**src/rtl/mem_fill_pkg.sv**
```systemverilog
// Shared types and helpers for the self-initialising scratch RAM and its fill/check engine.
package mem_fill_pkg;

    typedef enum logic [1:0] {
        FILL_CONST  = 2'd0,
        FILL_INCR   = 2'd1,
        CHECK_CONST = 2'd2,
        CHECK_INCR  = 2'd3
    } mode_e;

    typedef enum logic [1:0] {
        IDLE = 2'd0,
        RUN  = 2'd1,
        DONE = 2'd2
    } state_e;

    // Wide enough for any sensible DATA_W; callers truncate, which gives the modulo sum.
    localparam int EXP_W = 64;

    function automatic logic [EXP_W-1:0] expected(input logic [EXP_W-1:0] pat,
                                                  input logic [EXP_W-1:0] k);
        return pat + k;
    endfunction

    function automatic logic mode_is_fill(input mode_e m);
        return (m == FILL_CONST) || (m == FILL_INCR);
    endfunction

    function automatic logic mode_is_incr(input mode_e m);
        return (m == FILL_INCR) || (m == CHECK_INCR);
    endfunction

endpackage

```
**src/rtl/mem_fill_engine_ram.sv**
```systemverilog
// Storage array: one synchronous write port shared by engine and host, two async read ports.
module mem_fill_ram #(
    parameter int ADDR_W = 8,
    parameter int DATA_W = 8
) (
    input  logic              clock,
    input  logic              run,
    input  logic              eng_we,
    input  logic [ADDR_W-1:0] eng_addr,
    input  logic [DATA_W-1:0] eng_din,
    output logic [DATA_W-1:0] eng_dout,
    input  logic              host_we,
    input  logic [ADDR_W-1:0] host_addr,
    input  logic [DATA_W-1:0] host_din,
    output logic [DATA_W-1:0] host_dout
);

    localparam int DEPTH = 2 ** ADDR_W;

    logic [DATA_W-1:0] mem [DEPTH];
    logic              we;
    logic [ADDR_W-1:0] wa;
    logic [DATA_W-1:0] wd;

    // The engine owns the write port for the whole sweep; host writes are simply dropped.
    always_comb begin
        we = host_we;
        wa = host_addr;
        wd = host_din;
        if (run) begin
            we = eng_we;
            wa = eng_addr;
            wd = eng_din;
        end
    end

    always_ff @(posedge clock) begin
        if (we) mem[wa] <= wd;
    end

    assign host_dout = mem[host_addr];
    assign eng_dout  = mem[eng_addr];

endmodule

```
**src/rtl/mem_fill_engine.sv**
```systemverilog
// Scratch RAM with a windowed fill / read-back check engine, abort and host access port.
module mem_fill_engine
    import mem_fill_pkg::*;
#(
    parameter int ADDR_W = 8,
    parameter int DATA_W = 8,
    parameter int ERRC_W = 9
) (
    input  logic              clock,
    input  logic              reset,
    input  logic [ADDR_W-1:0] host_addr,
    input  logic [DATA_W-1:0] host_din,
    input  logic              host_we,
    output logic [DATA_W-1:0] host_dout,
    input  logic [ADDR_W-1:0] cfg_lo,
    input  logic [ADDR_W-1:0] cfg_hi,
    input  logic [DATA_W-1:0] cfg_pat,
    input  logic [1:0]        cfg_mode,
    input  logic              start,
    input  logic              abort,
    output logic              busy,
    output logic              done,
    output logic [ERRC_W-1:0] err_cnt,
    output logic [ADDR_W-1:0] err_addr,
    output logic              err_flag
);

    state_e            state_q, state_d;
    mode_e             mode_q;
    logic [ADDR_W-1:0] hi_q, cur_q, k_q;
    logic [DATA_W-1:0] pat_q;
    logic              busy_q, done_q;
    logic [ERRC_W-1:0] err_cnt_q;
    logic [ADDR_W-1:0] err_addr_q;

    logic              start_go, active, last, is_fill, eng_we, mismatch;
    logic [ADDR_W-1:0] k_eff;
    logic [DATA_W-1:0] exp_data, eng_dout;

    assign start_go = (state_q == IDLE) && start;
    // The location presented on an abort (or reset) cycle is neither written nor checked.
    assign active   = (state_q == RUN) && !abort && !reset;
    assign last     = (cur_q == hi_q);
    assign is_fill  = mode_is_fill(mode_q);
    assign k_eff    = mode_is_incr(mode_q) ? k_q : '0;
    assign exp_data = DATA_W'(expected(EXP_W'(pat_q), EXP_W'(k_eff)));
    assign eng_we   = active && is_fill;
    assign mismatch = active && !is_fill && (eng_dout != exp_data);

    mem_fill_ram #(
        .ADDR_W (ADDR_W),
        .DATA_W (DATA_W)
    ) u_ram (
        .clock     (clock),
        .run       (state_q == RUN),
        .eng_we    (eng_we),
        .eng_addr  (cur_q),
        .eng_din   (exp_data),
        .eng_dout  (eng_dout),
        .host_we   (host_we),
        .host_addr (host_addr),
        .host_din  (host_din),
        .host_dout (host_dout)
    );

    always_comb begin
        state_d = state_q;
        case (state_q)
            IDLE:    if (start) state_d = RUN;
            RUN: begin
                if (abort)     state_d = IDLE;
                else if (last) state_d = DONE;
            end
            DONE:    state_d = IDLE;
            default: state_d = IDLE;
        endcase
    end

    always_ff @(posedge clock) begin
        if (reset) begin
            state_q <= IDLE;
            busy_q  <= 1'b0;
            done_q  <= 1'b0;
        end else begin
            state_q <= state_d;
            busy_q  <= (state_d == RUN);
            done_q  <= (state_d == DONE);
        end
    end

    always_ff @(posedge clock) begin
        if (reset) begin
            mode_q     <= FILL_CONST;
            hi_q       <= '0;
            pat_q      <= '0;
            cur_q      <= '0;
            k_q        <= '0;
            err_cnt_q  <= '0;
            err_addr_q <= '0;
        end else if (start_go) begin
            mode_q <= mode_e'(cfg_mode);
            hi_q   <= cfg_hi;
            pat_q  <= cfg_pat;
            cur_q  <= cfg_lo;
            k_q    <= '0;
            // A fill leaves the last check's results visible; a new check starts clean.
            if (cfg_mode[1]) begin
                err_cnt_q  <= '0;
                err_addr_q <= '0;
            end
        end else if (active) begin
            cur_q <= cur_q + 1'b1;
            k_q   <= k_q + 1'b1;
            if (mismatch) begin
                if (err_cnt_q != '1) err_cnt_q <= err_cnt_q + 1'b1;
                if (err_cnt_q == '0) err_addr_q <= cur_q;
            end
        end
    end

    assign busy     = busy_q;
    assign done     = done_q;
    assign err_cnt  = err_cnt_q;
    assign err_addr = err_addr_q;
    assign err_flag = (err_cnt_q != '0);

endmodule

```
**config.mk**
```make
export PLATFORM = sky130hd
export DESIGN_NAME = mem_fill_engine
export DESIGN_NICKNAME = d
export VERILOG_FILES = /design/src/rtl/mem_fill_pkg.sv /design/src/rtl/mem_fill_engine_ram.sv /design/src/rtl/mem_fill_engine.sv
export SDC_FILE = /design/constraint.sdc
export NUM_CORES = 2
export LEC_CHECK = 0
export BUFFER_PORTS_ARGS = -buffer_cell sky130_fd_sc_hd__buf_2
export CELL_PAD_IN_SITES_DETAIL_PLACEMENT = 0
export CELL_PAD_IN_SITES_GLOBAL_PLACEMENT = 1
export CORE_MARGIN = 2
export CORE_UTILIZATION = 45
export DETAILED_ROUTE_END_ITERATION = 8
export MAX_ROUTING_LAYER = met4
export PLACE_DENSITY_LB_ADDON = 0.12
export SLEW_MARGIN = 20
export SYNTH_ARGS = -nofsm -noshare
export SYNTH_HDL_FRONTEND = slang
export SYNTH_HIERARCHICAL = 1
export SYNTH_SLANG_ARGS = --single-unit
```
**constraint.sdc**
```tcl
create_clock -name clock -period 13.7 [get_ports clock]
set_input_delay 2.055 -clock clock [delete_from_list [all_inputs] [get_ports clock]]
set_output_delay 2.055 -clock clock [all_outputs]
set_load 0.01 [all_outputs]
```
* After elaboration in Yosys (flattened, before gate mapping)
Memories as Yosys holds them, arrays and structs flattened. A register that Yosys moved wholly into a read port is not among the register bits.
Index checks and enable logic that the tools add are counted.
** Storage, ports and cells
- Input bits :: 47
- Bits in registers :: 55
- Bits in latches :: 0
- Memories kept :: 1
- Bits in read-only memories :: 0
- Memory bits (writable) :: 2048
** Memories
- u_ram.mem :: depth 256, width 8, rd ports 2, clocked after Yosys merged registers in 1, write ports 1, line mem_fill_engine_ram.sv:20 : logic [DATA_W-1:0] mem [DEPTH];
** Operators by class
- Multipliers :: 0
- Magnitude comparators :: 0
- Equal/unequal tests :: 9
- Shifts and indexed selects :: 0
- Multiplexer cells :: 24
- Bitwise logic cells :: 0
- Reduce and logical (&&, ||, !) cells :: 22
- Add/subtract/negate cells :: 4
- Div/mod/pow operators :: 0
** Operators with widths (number)
- two-way mux 8 bit :: 12
- two-way mux 9 bit :: 5
- adder 8 x 1 -> 8 bit (second input constant) :: 2
- adder 9 x 1 -> 9 bit (second input constant) :: 1
- zero test 9 bit :: 1
- inequality test 9 bit (second input constant) :: 1
- nonzero test 9 bit :: 1
- adder 8 bit :: 1
- equality test 8 bit :: 1
- inequality test 8 bit :: 1
- AND reduction 4 bit :: 2
- nonzero test 2 bit :: 4
- equality test 2 x 1 -> 1 bit (second input constant) :: 3
- logical AND 1 bit :: 6
- two-way mux 2 bit :: 3
- equality test 2 bit (second input constant) :: 2
- zero test 2 bit :: 2
- case mux 2 bit (2 select lines) :: 1
- zero test 1 bit :: 3
- two-way mux 1 bit :: 3
- logical OR 1 bit :: 2
- inequality test 2 bit (second input constant) :: 1
- OR reduction 2 bit :: 1

* Longest topological paths before layout
- Depth after elaboration :: 9
- Mapped depth :: 21

* Hierarchy
Netlist, hierarchy kept.
** By module, submodules not included
- mem_fill_ram :: times used 1, cells each 5036, area each 96646.4 um^2
- mem_fill_engine :: times used 1, cells each 359, area each 2956.6 um^2

* Worst setup path after synthesis
No wires, ideal clock.
- Path kind :: input-to-output
- Start :: input host_addr[0]
- End :: output host_dout[0]
- Path buffers :: 2
- Arrival time :: 4133 ps
- Stages :: 6
- Required time :: 11645 ps
- Slack :: 7512 ps
- Path through :: buf_2 > buf_2 > mux4_2 > mux4_2 > a211o_1 > and4_1
** Between the ends
- Cells in the longest elaborated chain, start to end :: 1
** Ends and longest elaborated chain
- from (decl) :: line mem_fill_engine.sv:11 : input logic [ADDR_W-1:0] host_addr,
- memory read (256 x 8 bit)
- to (decl) :: line mem_fill_engine.sv:14 : output logic [DATA_W-1:0] host_dout,
No other way between the ends.

* Worst setup path in the final report
- Start :: input host_addr[0]
- End :: output host_dout[4]
Same word-level chain as after synthesis.

==> reports/metrics.sh <==
POST_LAYOUT_NONFILLER_INSTANCES=8656
FINAL_COMMON_CELL='sky130_fd_sc_hd__edfxtp_1'
DIEAREA_SQ_UM=225000
CTS-HTREE-LEVELS=4
GLOBALROUTEOVERFLOWTOTAL=0
WORST_REG2REG_SETUP_SLACK_NS=6.56
CTSHOLDBUFFERS=0
ROUTED_VIA_DENSITY=6.67
SYNTH.AVG_CELL_AREA_SQ_UM=18.5
GLOBAL_ROUTE.USAGE.MET1_PCT=41.3
TRITONCTS='done'
SYN-INSTANCE-COUNT=5395
CRIT_ARRIVAL_NS=6.60
CRIT_PATH_KIND='input port to output pin'
ANTENNA_FOUND_INITIAL=13
CLKSINKCOUNT=2103
NUMBER_OF_MAX_SLEW_VIOLATIONS_IN_THE_FINAL_REPORT=0
RUN_STATUS='completed'
DETAIL-ROUTE-ANTENNA-NETS=0
MULTIINPUTGATEAREA_SQ_UM=34800
DRIVE_GT1_SHARE_PCT=30.4
DATA_REQUIRED_TIME_OF_THE_WORST_PATH_NS=11.64
DETAILED_PLACE_HPWL_UM=206000
FINAL.MIN_CLOCK_PERIOD_NS=8.65
CTS_RESIZED=0
FIN_WORST_SKEW_NS=0.0471
ROOT_BUFFER='sky130_fd_sc_hd__clkbuf_16'
P_PER_AREA_nW_PER_UM2=134
P_LEAK_nW=34.3
MAXSLEWHEADROOM_PCT=18.0
CTS.REPORTEDPATHS.CLKPINSLEW_NS=0.06
MAX-CAP-VIOLATIONS=0
MOSTFREQUENTLAYOUTCELLS='sky130_fd_sc_hd__edfxtp_1 (2048), sky130_fd_sc_hd__mux4_2 (989), sky130_fd_sc_hd__mux2i_1 (349), sky130_fd_sc_hd__nor2_1 (305), sky130_fd_sc_hd__nand2_1 (240)'
POST-ROUTE-PERIOD-UTIL_PCT=63.1
GR-USAGE-MET3_PCT=5.34
CLK_LATENCY_NS=0.86
WHS_NS=0.454
FINALSETUPVIOLCOUNT=0
DETAILED_ROUTING_ITERATIONS_PASS_1=9
SYNTH.YOSYS.WARNINGS=6
DIE_WIDTH_UM=474
DETAILROUTE.VIA_COUNT=57766
FINALNETCOUNT=5563
PATH_MAX_FANOUT=64
COUNT_OF_FLIP_FLOPS_WITH_A_BUILT_IN_ENABLE_AFTER_SYNTHESIS=2048
SYNTH.NET_COUNT=5455
GLOBALROUTEMET2UTIL_PCT=45.0
INITIAL_CORE_UTIL_PCT=45.3
YOSYSSEQAREASHARE_PCT=62.8
TIMING.FMAX_MHz=116
TIMING.FINAL.HOLD_VIOLATIONS=0
LAYOUT-AREA-OVERHEAD-VS-SYNTH_PCT=11.1
SYN_AREA_SQ_UM=99600
SYNTH_AREA_LEADER_CELL='sky130_fd_sc_hd__edfxtp_1'
CORE-AREA_SQ_UM=220000
DRT-WIRELENGTH-PER-CELL_UM=37.4
DRT-INITIAL-DRC-COUNT=7141
WORST_SETUP_PATH_END_KIND='output pin'
POSTCTSSETUPREPAIRBUFS=0
CLOCK_PATH_BUFFERS=3
DRC=0
FIRST_GLOBAL_VIAS=57424
CTS_MADE_BUFFERS=226
SYNTH_ASYNC_SR_FLOP_SHARE_PCT=0
SETUP_TNS_NS=0
SYNTH.AREA.TOP_CELLS='sky130_fd_sc_hd__edfxtp_1 (62%), sky130_fd_sc_hd__mux4_2 (22%), sky130_fd_sc_hd__mux2i_1 (3.5%), sky130_fd_sc_hd__nor2_1 (1.3%), sky130_fd_sc_hd__dfxtp_1 (1.1%)'
ROUTE.FINAL.WIRE_LENGTH_UM=324000
STD_CELL_ROWS=172
RSZ0062_AT_GRT='false'
GRT_PASS1_WL_UM=453000
VDD.IR_DROP.WORST_uV=123
WORST_PIN_SLEW_NS=1.23
FILLERINSTANCES=17945
GRT_MAX_DEGREE=165
SYNTH_TOP_FLOP_CELL='sky130_fd_sc_hd__edfxtp_1'
TRACK_USAGE_PCT=29.7
SETUP.WORST_PATH.START_CLASS='input port'
TOTAL_POWER_W=0.0148
PIN_COUNT=75
Y_DIMENSION_OF_THE_DIE_UM=474
NUMPORTBUFFERS=74
SYNTH.FF_LATCH_COUNT=2103
TOP_USAGE_LAYER='met2'
REGISTER_AREA_SQ_UM=62600
FINALWEIGHTEDCONGESTION=0.888
POST_SYNTHESIS_CELL_TYPE_COUNT=81
NETLIST.AREA_LEADER.SHARE_PCT=61.7
HOLDCRITPATHCLASS='flop to flop'
PLACE.DETAILED.INSTANCES=8229
-- logic make-up (layout without fill, tap and decap cells) --
kind of cell | after synthesis | count (layout) | share of synthesized area, %
AOI/OAI and AO/OA | 607 | 607 | 4.23
xor gates and xnor gates | 29 | 29 | 0.269
adders and majority gates | 13 | 13 | 0.171
buffers and inverters | 434 | 731 | 2.48
DFF | 2103 | 2103 | 62.8
muxes | 1378 | 1378 | 26.3
other | 0 | 6 | 0
and+or+nand+nor | 831 | 831 | 3.67
-- power breakdown --
part           internal [W]  total, W  switching (W)
clock network       0.00343   0.00602        0.00259
registers           0.00716   0.00719      0.0000245
logic              0.000585   0.00162        0.00104
-- Yosys cell counts, drive strengths merged (4+ instances only) --
master,instances
and4,10
nand3,77
o211ai,22
nor3,25
xor2,15
buf,266
a21o,9
o31ai,12
and3,11
xnor2,13
mux4,989
edfxtp,2048
nand2b,16
a22o,28
o21ai,101
ha,12
nor2,353
dfxtp,55
a22oi,69
a211oi,24
o221ai,68
or3,10
a32oi,4
inv,13
nand3b,4
and2,16
nand4,4
mux2,40
a311oi,4
a211o,14
nor4,13
clkbuf,154
nor3b,5
a221oi,39
o22ai,49
o41ai,5
a2111oi,5
o2111ai,5
a21oi,114
or2,4
mux2i,349
a31oi,17
o311ai,5
nor2b,33
nand2,242
-- layer usage --
layer	share of wire, %	routed length [um]
met5	0	0
met4	3.2	10400
met3	8.8	28600
met2	47	152000
met1	41	133000
-- registers in the layout (all words and copies together) (netlist names) --
register / cells
busy: 1
cur_q: 8
done: 1
err_addr: 8
err_cnt: 9
hi_q: 8
k_q: 8
mode_q: 2
pat_q: 8
state_q: 2
u_ram/mem: 2048
-- area by class of cell --
cell class | count | area share [%]
Timing Repair Buffer | 300 | 2.05
Inverter | 14 | 0.0520
Clock inverter | 142 | 1.23
Multi-Input combinational cell | 2858 | 31.5
Tap cell | 2958 | 3.34
Clock buffer | 275 | 5.29
Antenna cell | 6 | 0.0136
Sequential cell | 2103 | 56.6
-- through the flow --
step           worst slack, ns  utilization (%)  instance area [sq um]
3_3_place_gp              4.98             47.0                 103000
3_5_place_dp              4.96             47.0                 103000
2_1_floorplan             7.51                -                  99600
6_report                  5.05             50.3                 111000
4_1_cts                   4.97             50.3                 111000
5_1_grt                   4.89             50.3                 111000
-- critical path, stage by stage --
cell and delay (ns):
sky130_fd_sc_hd__buf_8 0.59, sky130_fd_sc_hd__buf_12 0.42, sky130_fd_sc_hd__buf_4 0.62, sky130_fd_sc_hd__mux4_2 0.57
sky130_fd_sc_hd__o21ai_0 0.41, sky130_fd_sc_hd__o211ai_1 0.14, sky130_fd_sc_hd__o21ai_0 0.60, sky130_fd_sc_hd__nand3_1 0.38
sky130_fd_sc_hd__and4_1 0.42, sky130_fd_sc_hd__buf_2 0.19
-- worst paths after layout --
kind	startpoint	end	cells past startpoint
max	host_addr[0]	host_dout[4]	10
min reg2reg	err_addr[5]$_SDFFE_PP0P_	err_addr[5]$_SDFFE_PP0P_	2
max reg2reg	cur_q[0]$_SDFFE_PP0P_	err_cnt[7]$_SDFFE_PP0P_	15
min	err_addr[5]$_SDFFE_PP0P_	err_addr[5]$_SDFFE_PP0P_	2
Note: power is estimated with default switching activity, not from simulation.
